<file path="config.mk">
export PLATFORM = sky130hd
export DESIGN_NAME = mmio_region_router_flat
export DESIGN_NICKNAME = d
export VERILOG_FILES = /design/src/rtl/mmio_pkg.sv /design/src/rtl/mmio_region_router_if.sv /design/src/rtl/mmio_trace_buf.sv /design/src/rtl/mmio_region_router.sv /design/src/flat_wrapper.sv
export SDC_FILE = /design/constraint.sdc
export NUM_CORES = 1
export LEC_CHECK = 0
export CAP_MARGIN = 0
export CORE_AREA = 2 2 158 160
export CTS_CLUSTER_DIAMETER = 200
export CTS_CLUSTER_SIZE = 12
export DETAILED_ROUTE_END_ITERATION = 10
export DIE_AREA = 0 0 160 162
export PLACE_DENSITY = 0.6
export SLEW_MARGIN = 25
export SYNTH_ARGS = -nofsm -noshare
export SYNTH_HDL_FRONTEND = slang
export SYNTH_HIERARCHICAL = 1
export SYNTH_SLANG_ARGS = --single-unit
</file>
<file path="constraint.sdc">
create_clock -name ui_clk -period 2.8 [get_ports ui_clk]
set_input_delay 0.84 -clock ui_clk [delete_from_list [all_inputs] [get_ports ui_clk]]
set_output_delay 0.84 -clock ui_clk [all_outputs]
set_load 0.03 [all_outputs]
</file>
<file path="src/rtl/mmio_pkg.sv">
// mmio_pkg: shared FSM state, trace entry layout, default region tags and fault word for the MMIO router.
package mmio_pkg;
    typedef enum logic [1:0] {IDLE, REQ, DONE} state_t;

    localparam int TR_ENTRY_W    = 64;
    localparam int TR_DATA_LSB   = 0;
    localparam int TR_DATA_W     = 32;
    localparam int TR_ADDR_LSB   = 32;
    localparam int TR_ADDR_W     = 10;
    localparam int TR_FAULT_BIT  = 42;
    localparam int TR_WE_BIT     = 43;
    localparam int TR_REGION_LSB = 44;
    localparam int TR_REGION_W   = 4;
    localparam int TR_STAMP_LSB  = 48;
    localparam int TR_STAMP_W    = 16;

    localparam logic [3:0] TAG_VMEM   = 4'hc;
    localparam logic [3:0] TAG_TIMER  = 4'hd;
    localparam logic [3:0] TAG_KBD    = 4'he;
    localparam logic [3:0] TAG_LOADER = 4'hf;

    localparam logic [31:0] FAULT_DATA_DEFAULT = 32'hDEAD_BEEF;

    function automatic logic [TR_ENTRY_W-1:0] trace_entry(
        input logic [TR_STAMP_W-1:0]  stamp,
        input logic [TR_REGION_W-1:0] region,
        input logic                   we,
        input logic                   fault,
        input logic [TR_ADDR_W-1:0]   addr,
        input logic [TR_DATA_W-1:0]   data
    );
        logic [TR_ENTRY_W-1:0] e;
        e = '0;
        e[TR_STAMP_LSB +: TR_STAMP_W]   = stamp;
        e[TR_REGION_LSB +: TR_REGION_W] = region;
        e[TR_WE_BIT]                    = we;
        e[TR_FAULT_BIT]                 = fault;
        e[TR_ADDR_LSB +: TR_ADDR_W]     = addr;
        e[TR_DATA_LSB +: TR_DATA_W]     = data;
        return e;
    endfunction
endpackage

</file>
<file path="src/rtl/mmio_region_router_if.sv">
// mmio_region_router_if: CPU data port, cache pass-through and device req/ack bundle.
interface mmio_region_router_if #(
    parameter int NUM_REGIONS = 4,
    parameter int DEV_ADDR_W  = 13
);
    logic [29:0]               cpu_addr;
    logic                      cpu_rd;
    logic                      cpu_wr;
    logic [3:0]                cpu_be;
    logic [31:0]               cpu_wdata;
    logic [31:0]               cpu_rdata;
    logic                      cpu_stall;
    logic                      mem_rd;
    logic                      mem_wr;
    logic [31:0]               mem_rdata;
    logic [NUM_REGIONS-1:0]    dev_sel;
    logic                      dev_we;
    logic [DEV_ADDR_W-1:0]     dev_addr;
    logic [3:0]                dev_be;
    logic [31:0]               dev_wdata;
    logic [NUM_REGIONS-1:0]    dev_ack;
    logic [NUM_REGIONS*32-1:0] dev_rdata;

    modport slave (
        input  cpu_addr, cpu_rd, cpu_wr, cpu_be, cpu_wdata, mem_rdata, dev_ack, dev_rdata,
        output cpu_rdata, cpu_stall, mem_rd, mem_wr, dev_sel, dev_we, dev_addr, dev_be, dev_wdata
    );

    modport master (
        output cpu_addr, cpu_rd, cpu_wr, cpu_be, cpu_wdata, mem_rdata, dev_ack, dev_rdata,
        input  cpu_rdata, cpu_stall, mem_rd, mem_wr, dev_sel, dev_we, dev_addr, dev_be, dev_wdata
    );
endinterface

</file>
<file path="src/rtl/mmio_trace_buf.sv">
// mmio_trace_buf: circular access trace; once full each push overwrites the oldest entry.
module mmio_trace_buf #(
    parameter int DEPTH = 64,
    parameter int W     = 64
) (
    input  logic                     ui_clk,
    input  logic                     rst,
    input  logic                     push,
    input  logic [W-1:0]             entry,
    input  logic [$clog2(DEPTH)-1:0] idx,
    output logic [W-1:0]             data,
    output logic [$clog2(DEPTH):0]   count
);
    localparam int IW = $clog2(DEPTH);

    logic [W-1:0]  mem [DEPTH];
    logic [IW-1:0] head;
    logic          full;

    assign full = count[IW];

    always_ff @(posedge ui_clk) begin
        if (!rst) begin
            head  <= '0;
            count <= '0;
        end else if (push) begin
            if (full) head <= head + 1'b1;
            else count <= count + 1'b1;
        end
    end

    // When full, head + count wraps back onto head, so the oldest slot is reused.
    always_ff @(posedge ui_clk)
        if (rst && push) mem[head + count[IW-1:0]] <= entry;

    assign data = {1'b0, idx} < count ? mem[head + idx] : '0;
endmodule

</file>
<file path="src/rtl/mmio_region_router.sv">
// mmio_region_router: decodes cpu_addr[29:26] against region tags and runs one req/ack handshake per device access.
// Define MMIO_TRACE_EN to build the access trace buffer and its stamp counter.
module mmio_region_router
    import mmio_pkg::*;
#(
    parameter int                       NUM_REGIONS = 4,
    parameter logic [NUM_REGIONS*4-1:0] REGION_TAGS = {TAG_LOADER, TAG_KBD, TAG_TIMER, TAG_VMEM},
    parameter int                       DEV_ADDR_W  = 13,
    parameter int                       TIMEOUT_CYC = 255,
    parameter logic [31:0]              FAULT_DATA  = FAULT_DATA_DEFAULT,
    parameter int                       TRACE_DEPTH = 64
) (
    input  logic                           ui_clk,
    input  logic                           rst,
    mmio_region_router_if.slave            bus,
    output logic [NUM_REGIONS-1:0]         fault_status,
    input  logic                           fault_clr,
    input  logic [$clog2(TRACE_DEPTH)-1:0] trace_idx,
    output logic [63:0]                    trace_data,
    output logic [$clog2(TRACE_DEPTH):0]   trace_count
);
    localparam int CW = $clog2(TIMEOUT_CYC + 1);

    state_t                 state, state_n;
    logic [NUM_REGIONS-1:0] hit_oh, sel_q;
    logic                   hit, ack, timeout;
    logic [CW-1:0]          cnt;
    logic [31:0]            ack_data, rdata_q;
    logic                   unused_addr;

    assign unused_addr = ^bus.cpu_addr;

    // Scan downwards so the lowest matching region index wins.
    always_comb begin
        hit_oh = '0;
        for (int i = NUM_REGIONS - 1; i >= 0; i--)
            if ((bus.cpu_rd || bus.cpu_wr) && bus.cpu_addr[29:26] == REGION_TAGS[4*i +: 4])
                hit_oh = NUM_REGIONS'(1) << i;
    end

    always_comb begin
        ack_data = '0;
        for (int i = 0; i < NUM_REGIONS; i++)
            if (sel_q[i]) ack_data = bus.dev_rdata[32*i +: 32];
    end

    assign hit     = |hit_oh;
    assign ack     = |(bus.dev_ack & sel_q);
    assign timeout = state == REQ && !ack && cnt == CW'(TIMEOUT_CYC - 1);

    always_ff @(posedge ui_clk)
        state <= !rst ? IDLE : state_n;

    always_comb
        state_n = state == IDLE ? (hit ? REQ : IDLE) :
                  state == REQ  ? (ack || timeout ? DONE : REQ) : IDLE;

    always_comb begin
        bus.dev_sel   = state == REQ ? sel_q : '0;
        bus.cpu_stall = hit && state != DONE;
        bus.mem_rd    = bus.cpu_rd && !hit;
        bus.mem_wr    = bus.cpu_wr && !hit;
        bus.cpu_rdata = hit ? rdata_q : bus.mem_rdata;
    end

    always_ff @(posedge ui_clk) begin
        if (!rst) begin
            sel_q         <= '0;
            bus.dev_we    <= 1'b0;
            bus.dev_addr  <= '0;
            bus.dev_be    <= '0;
            bus.dev_wdata <= '0;
            cnt           <= '0;
            rdata_q       <= '0;
            fault_status  <= '0;
        end else begin
            fault_status <= (fault_clr ? '0 : fault_status) | (timeout ? sel_q : '0);
            if (state == IDLE && hit) begin
                sel_q         <= hit_oh;
                bus.dev_we    <= bus.cpu_wr;
                bus.dev_addr  <= bus.cpu_addr[DEV_ADDR_W-1:0];
                bus.dev_be    <= bus.cpu_be;
                bus.dev_wdata <= bus.cpu_wdata;
                cnt           <= '0;
            end else if (state == REQ) begin
                cnt <= cnt + 1'b1;
                if (ack) rdata_q <= ack_data;
                else if (timeout) rdata_q <= FAULT_DATA;
            end
        end
    end

`ifdef MMIO_TRACE_EN
    logic [15:0] stamp;
    logic        fault_q;
    logic [3:0]  region;
    logic [9:0]  addr_lo;

    always_ff @(posedge ui_clk) begin
        if (!rst) begin
            stamp   <= '0;
            fault_q <= 1'b0;
        end else begin
            stamp <= stamp + 1'b1;
            if (state == IDLE && hit) fault_q <= 1'b0;
            else if (timeout) fault_q <= 1'b1;
        end
    end

    always_comb begin
        region = '0;
        for (int i = 0; i < NUM_REGIONS; i++)
            if (sel_q[i]) region = 4'(i);
    end

    assign addr_lo = 10'(bus.dev_addr);

    mmio_trace_buf #(.DEPTH(TRACE_DEPTH), .W(TR_ENTRY_W)) u_trace (
        .ui_clk(ui_clk),
        .rst(rst),
        .push(state == DONE),
        .entry(trace_entry(stamp, region, bus.dev_we, fault_q, addr_lo,
                           bus.dev_we ? bus.dev_wdata : rdata_q)),
        .idx(trace_idx),
        .data(trace_data),
        .count(trace_count)
    );
`else
    logic unused_trace;

    assign unused_trace = ^trace_idx;
    assign trace_data   = '0;
    assign trace_count  = '0;
`endif
endmodule

</file>
<file path="src/flat_wrapper.sv">
// flat-port wrapper written by rule: the top's interface ports become plain ports
module mmio_region_router_flat import mmio_pkg::*;
#(
    parameter int                       NUM_REGIONS = 4,
    parameter logic [NUM_REGIONS*4-1:0] REGION_TAGS = {TAG_LOADER, TAG_KBD, TAG_TIMER, TAG_VMEM},
    parameter int                       DEV_ADDR_W  = 13,
    parameter int                       TIMEOUT_CYC = 255,
    parameter logic [31:0]              FAULT_DATA  = FAULT_DATA_DEFAULT,
    parameter int                       TRACE_DEPTH = 64
)
  (ui_clk, rst, fault_status, fault_clr, trace_idx, trace_data, trace_count, bus_cpu_addr, bus_cpu_rd, bus_cpu_wr, bus_cpu_be, bus_cpu_wdata, bus_mem_rdata, bus_dev_ack, bus_dev_rdata, bus_cpu_rdata, bus_cpu_stall, bus_mem_rd, bus_mem_wr, bus_dev_sel, bus_dev_we, bus_dev_addr, bus_dev_be, bus_dev_wdata);
  mmio_region_router_if #(.NUM_REGIONS(NUM_REGIONS), .DEV_ADDR_W(DEV_ADDR_W)) bus_i ();
  input  logic ui_clk;
  input  logic rst;
  output logic [NUM_REGIONS-1:0] fault_status;
  input  logic fault_clr;
  input  logic [$clog2(TRACE_DEPTH)-1:0] trace_idx;
  output logic [63:0] trace_data;
  output logic [$clog2(TRACE_DEPTH):0] trace_count;
  input wire logic [$bits(bus_i.cpu_addr)-1:0] bus_cpu_addr;
  input wire logic [$bits(bus_i.cpu_rd)-1:0] bus_cpu_rd;
  input wire logic [$bits(bus_i.cpu_wr)-1:0] bus_cpu_wr;
  input wire logic [$bits(bus_i.cpu_be)-1:0] bus_cpu_be;
  input wire logic [$bits(bus_i.cpu_wdata)-1:0] bus_cpu_wdata;
  input wire logic [$bits(bus_i.mem_rdata)-1:0] bus_mem_rdata;
  input wire logic [$bits(bus_i.dev_ack)-1:0] bus_dev_ack;
  input wire logic [$bits(bus_i.dev_rdata)-1:0] bus_dev_rdata;
  output wire logic [$bits(bus_i.cpu_rdata)-1:0] bus_cpu_rdata;
  output wire logic [$bits(bus_i.cpu_stall)-1:0] bus_cpu_stall;
  output wire logic [$bits(bus_i.mem_rd)-1:0] bus_mem_rd;
  output wire logic [$bits(bus_i.mem_wr)-1:0] bus_mem_wr;
  output wire logic [$bits(bus_i.dev_sel)-1:0] bus_dev_sel;
  output wire logic [$bits(bus_i.dev_we)-1:0] bus_dev_we;
  output wire logic [$bits(bus_i.dev_addr)-1:0] bus_dev_addr;
  output wire logic [$bits(bus_i.dev_be)-1:0] bus_dev_be;
  output wire logic [$bits(bus_i.dev_wdata)-1:0] bus_dev_wdata;
  assign bus_i.cpu_addr = bus_cpu_addr;
  assign bus_i.cpu_rd = bus_cpu_rd;
  assign bus_i.cpu_wr = bus_cpu_wr;
  assign bus_i.cpu_be = bus_cpu_be;
  assign bus_i.cpu_wdata = bus_cpu_wdata;
  assign bus_i.mem_rdata = bus_mem_rdata;
  assign bus_i.dev_ack = bus_dev_ack;
  assign bus_i.dev_rdata = bus_dev_rdata;
  assign bus_cpu_rdata = bus_i.cpu_rdata;
  assign bus_cpu_stall = bus_i.cpu_stall;
  assign bus_mem_rd = bus_i.mem_rd;
  assign bus_mem_wr = bus_i.mem_wr;
  assign bus_dev_sel = bus_i.dev_sel;
  assign bus_dev_we = bus_i.dev_we;
  assign bus_dev_addr = bus_i.dev_addr;
  assign bus_dev_be = bus_i.dev_be;
  assign bus_dev_wdata = bus_i.dev_wdata;
  mmio_region_router #(.NUM_REGIONS(NUM_REGIONS), .REGION_TAGS(REGION_TAGS), .DEV_ADDR_W(DEV_ADDR_W), .TIMEOUT_CYC(TIMEOUT_CYC), .FAULT_DATA(FAULT_DATA), .TRACE_DEPTH(TRACE_DEPTH)) u_core (.ui_clk(ui_clk), .rst(rst), .bus(bus_i), .fault_status(fault_status), .fault_clr(fault_clr), .trace_idx(trace_idx), .trace_data(trace_data), .trace_count(trace_count));
endmodule
</file>
# Yosys cells after proc, flatten, opt, wreduce, memory -nomap -nowiden
# Cells that the tools add are included.
# totals
regBits	100
input_bits	241
output_inout_bits	164
elab_cells	59
# op_classes
add_sub_neg	1
n_eq_ne	7
n_mux	18
bitwise_logic	4
n_reduce_logical	20
# ops
operator	count
$mux W32	7
$mux W4	7
$eq A4 B4 Y1 const B	4
$logic_and A1 B1 Y1	10
$add A8 B1 Y8 const B	1
$eq A8 B8 Y1 const B	1
$reduce_or A4 Y1	2
$mux W2	3
$and A4 B4 Y4	1
$or A4 B4 Y4	1
$reduce_and A3 Y1	1
$eq A2 B1 Y1 const B	1
$logic_not A1 Y1	2
$logic_not A2 Y1	1
$logic_or A1 B1 Y1	2
$ne A2 B2 Y1 const B	1
$not A1 Y1	2
$reduce_bool A2 Y1	1
$reduce_or A2 Y1	1
$mux W1	1

# Depth between registers and ports, before layout
# depth
depth_word	10
depth_mapped	7
ltp_nobuf	6

# Worst setup path after synthesis
# Ideal clock, no wire load.
# synth_path
path_kind	input port to output port
start	in bus_cpu_wr
end	out bus_cpu_rdata[10]
t_arrival_ns	1.795
required_ns	1.960
slack_ns	0.165
cell_stages	3
path_buffers	1
cell_sequence	o211ai_4 -> buf_2 -> mux2_2
# synth_between
elab_chain_cells	8
elab_cells_between_ends	11
classes_between	mux (5); reduce/logical (6)
# synth_lines
element	line	rtl
from (decl)	flat_wrapper.sv:22	input wire logic [$bits(bus_i.cpu_wr)-1:0] bus_cpu_wr;
$logic_or A1 B1 Y1 *	mmio_region_router.sv:37	if ((bus.cpu_rd || bus.cpu_wr) && bus.cpu_addr[29:26] == REGION_TAGS[4*i +: 4])
$logic_and A1 B1 Y1	mmio_region_router.sv:37	
$mux W4 (3 in series)	mmio_region_router.sv:37	
$mux W4 *	mmio_region_router.sv:37	
$reduce_or A4 Y1 *	mmio_region_router.sv:47	assign hit = |hit_oh;
$mux W32 *	mmio_region_router.sv:63	bus.cpu_rdata = hit ? rdata_q : bus.mem_rdata;
to (decl)	flat_wrapper.sv:28	output wire logic [$bits(bus_i.cpu_rdata)-1:0] bus_cpu_rdata;
# Every way passes the cells marked *; elsewhere a longest branch is shown, timed or not.

# Worst setup path in the final report
# layout_path
start	in bus_cpu_rd
end	out bus_cpu_rdata[16]
# layout_between
elab_chain_cells	8
elab_cells_between_ends	11
classes_between	mux (5); reduce/logical (6)
# layout_lines
element	line	rtl
from (decl)	flat_wrapper.sv:21	input wire logic [$bits(bus_i.cpu_rd)-1:0] bus_cpu_rd;
$logic_or A1 B1 Y1 *	mmio_region_router.sv:37	
$logic_and A1 B1 Y1	mmio_region_router.sv:37	
$mux W4 (3 in series)	mmio_region_router.sv:37	
$mux W4 *	mmio_region_router.sv:37	
$reduce_or A4 Y1 *	mmio_region_router.sv:47	
$mux W32 *	mmio_region_router.sv:63	
# Marks and branches as above.

==> out/results.txt <==
outcome = finished with violations
failing checks = setup timing
Clock Tree Root = clkbuf_16
worst hold path startpoint = u_core/bus.dev_wdata[7]$_SDFFE_PN0P_
CP required = 1.96 ns
initial antenna violation count = 1
WHS = 0.451 ns
Flop pwr share = 38.2%
Rel. slew slack = 48.3%
Power Density = 427 mW/mm^2
Top FF cell, synth = dfxtp_1
total of max-cap violations = 0
GPL Wtd Cong = 0.810
FF-to-FF path depth = 6
Worst setup EP type = primary output
Final Net Count = 1190
CTS Buffer Depth = 2
later-pin clock latency in the skew report = 0.35 ns
post-route cell area = 0.00912 mm^2
CTS Hold Buffers Added = 0
top-area cell type share of the netlist area = 36.4%
cell internal pwr = 2.76 mW
clock sink count = 100
Hold EP = u_core/bus.dev_wdata[7]$_SDFFE_PN0P_
Worst R2R End = u_core/rdata_q[22]$_SDFFE_PN0P_
DRT Pass-1 Iters = 6
Seq/Total Area, Yosys = 36.4%
clock buffers created by TritonCTS = 9
Syn-to-layout area delta = 65.8%
worst hold path class = reg -> reg
pin count of the biggest net entering global routing = 55
Slew Viols, Final = 0
TritonCTS clock tree = yes
Placed Area = 0.00872 mm^2
Synth Warn # = 6
Post-synth EDFFs = 0
CP Data Arrival Time = 2.00 ns
Antenna Nets Post-Route = 0
via count = 5630
Tot Pwr = 3.90 mW
combinational power share = 25.9%
Netlist cell types = 43
boundary pin count = 405
final std cells w/o fill = 1276
Final min period = 2.84 ns
synth top area cells = dfxtp_1, buf_4, nand2_1
Ant. Diodes = 0
cell area after synthesis = 0.00550 mm^2
Buffers on Ports = 314
placed cells = 1254
Rows = 57
Residual DRC = 0
vias in the first global route = 5524
share of post-route cells with drive strength above 1 = 13.0%
Avg Inst Size Synth = 8.47 um^2
worst setup margin = -0.0394 ns
worst-margin pin slew = 0.775 ns
flop and latch count out of synthesis = 100
sw frac = 29.1%
reg-to-reg startpoint = u_core/cnt[0]$_SDFFE_PP0N_
CTS H-tree lvls = 3
WL final = 21500 um
unrepaired setup endpoints after global routing = true
die span in y = 162 um
die area = 0.0259 mm^2
detailed placement HPWL = 15600 um
hold path depth = 2
r2r setup slk = 0.82 ns
Final Hold Vio Count = 0
Die X = 160 um
critical path class = in -> out
ys async rst share = 0%
DR WL/cell = 16.9 um
Reg clk slew, reported paths = 0.07 ns
First DRT Iteration DRCs = 251
Via density = 4.41
Max rail drop VDD = 0.291 mV
core area = 0.0241 mm^2
Max Fclk = 352 MHz
final setup fails = 3
Clock Power Share = 35.9%
GRT overflow = 0
leakage = 3.75 nW
Worst Setup Start Kind = input pin
total global-route track usage = 15.9%
first-pass GRT wire length = 32200 um
skew final = 0.00813 ns
critical-path maximum fanout = 7
leading area contributor after synthesis = dfxtp_1
final period utilization = 101%
Starting Density = 22.8%
Setup TNS = -0.103 ns
Switching Power = 1.13 mW
Gate Count Post-Synth = 650
[metal layers]
| metal | global-route usage (%) | routed length, um | part of all wire (%) | vias to the layer above |
|---|---|---|---|---|
| met5 | 0 | 0 | 0 | - |
| met2 | 27.5 | 10600 | 49 | 224 |
| met3 | 3.58 | 1210 | 5.6 | 40 |
| li1 | - | - | - | 2743 |
| met1 | 19.2 | 9110 | 42 | 2623 |
| met4 | 6.51 | 579 | 2.7 | 0 |
[area by class of cell]
cell class | count | area, um^2
clock inverters | 6 | 93.8
inverters | 3 | 11.3
repair buffers | 340 | 3370
well taps | 324 | 405
flip-flops and latches | 100 | 2000
fillers | 2519 | 15000
clock buffers | 10 | 229
multi-input cells | 493 | 3010
[cell families (layout without fill, tap and decap cells)]
| family | after synthesis | count (layout) | share of synthesized area [%] |
|---|---|---|---|
| multiplexers | 32 | 32 | 6.55 |
| adder cells (fa/ha/maj) | 2 | 2 | 0.455 |
| other | 1 | 71 | 0.0681 |
| XOR/XNOR | 5 | 5 | 0.796 |
| flip-flops | 100 | 100 | 36.4 |
| AND/OR/NAND/NOR | 176 | 176 | 14.3 |
| AO/OA/AOI/OAI | 207 | 207 | 26.9 |
| buffers and inverters | 127 | 359 | 14.5 |
[through the flow]
step / worst slack, ns / utilization, %
after floorplan: 0.165 / -
after global placement: -0.767 / 36.2
after detailed placement: -0.799 / 36.2
after CTS: -0.115 / 37.5
after global routing: -0.0605 / 37.8
final: -0.0394 / 37.8
[cells in the mapped netlist, types with 2 or more instances]
cell	number
mux2_2	32
ha_1	2
buf_2	18
buf_4	74
nor2b_1	2
a21boi_0	7
a22oi_2	2
o211a_1	24
buf_6	3
nand2b_1	6
xor2_1	2
nor3_1	2
inv_1	3
a21boi_1	53
xnor2_1	3
nor2_1	9
a21oi_1	11
and3b_1	8
o22ai_1	32
nand2_1	125
dfxtp_1	100
o21ai_1	2
buf_1	2
nand3b_1	3
o21ai_0	47
nand3_1	7
clkbuf_1	26
a221oi_1	24
nand4_1	2
and2_1	4
or3_1	3
[cell usage in the layout (no fill, tap or decap), types with 3 or more instances in the layout]
cell / count
mux2_2: 21
a21oi_1: 11
o211a_1: 24
inv_1: 3
clkbuf_16: 9
clkdlybuf4s50_1: 270
buf_2: 15
inv_6: 3
nand2b_1: 6
and2_1: 4
nand3b_1: 3
nand2_1: 125
mux2_4: 11
a21boi_0: 7
a221oi_1: 24
dfxtp_1: 100
buf_6: 20
o22ai_1: 32
and3b_1: 8
a21boi_1: 53
xnor2_1: 3
nor2_1: 9
nand3_1: 7
buf_12: 5
o21ai_0: 47
conb_1: 71
buf_4: 24
[repair_timing]
item / CTS / global route
endpoints found under the setup margin: 33 / 31
pin swaps: 0 / 1
gates cloned: 2 / 0
resized for setup: 190 / 43
setup buffers: 4 / 1
[worst max path at each step]
stage                        endpoint  startpoint  slack, ns
global route        bus_cpu_rdata[16]  bus_cpu_rd      -0.06
finish              bus_cpu_rdata[16]  bus_cpu_rd      -0.04
CTS                 bus_cpu_rdata[18]  bus_cpu_wr      -0.12
floorplan           bus_cpu_rdata[10]  bus_cpu_wr       0.16
detailed placement  bus_cpu_rdata[18]  bus_cpu_wr      -0.80
global placement     bus_cpu_rdata[8]  bus_cpu_wr      -0.77
[registers in the layout, indices dropped and copies added (netlist names)]
name and flops:
u_core/bus.dev_wdata 32, u_core/rdata_q 32, u_core/bus.dev_addr 13, u_core/cnt 8
u_core/bus.dev_be 4, u_core/fault_status 4, u_core/sel_q 4, u_core/state 2
u_core/bus.dev_we 1
[power groups by stage]
stage	Sequential (mW)	Clock, mW	Combinational (mW)
6_report	1.49	1.40	1.01
5_1_grt	1.49	1.50	1.07
4_1_cts	1.49	1.45	0.998
3_5_place_dp	1.52	0	0.990
3_3_place_gp	1.52	0	0.986
2_1_floorplan	1.58	0	0.494
[critical path, cell delays in order]
cell,delay [ns]
buf_8,0.10
o211ai_4,0.19
buf_6,0.17
buf_12,0.14
buf_6,0.11
mux2_4,0.30
buf_6,0.14
(Power assumes the default switching activity.)
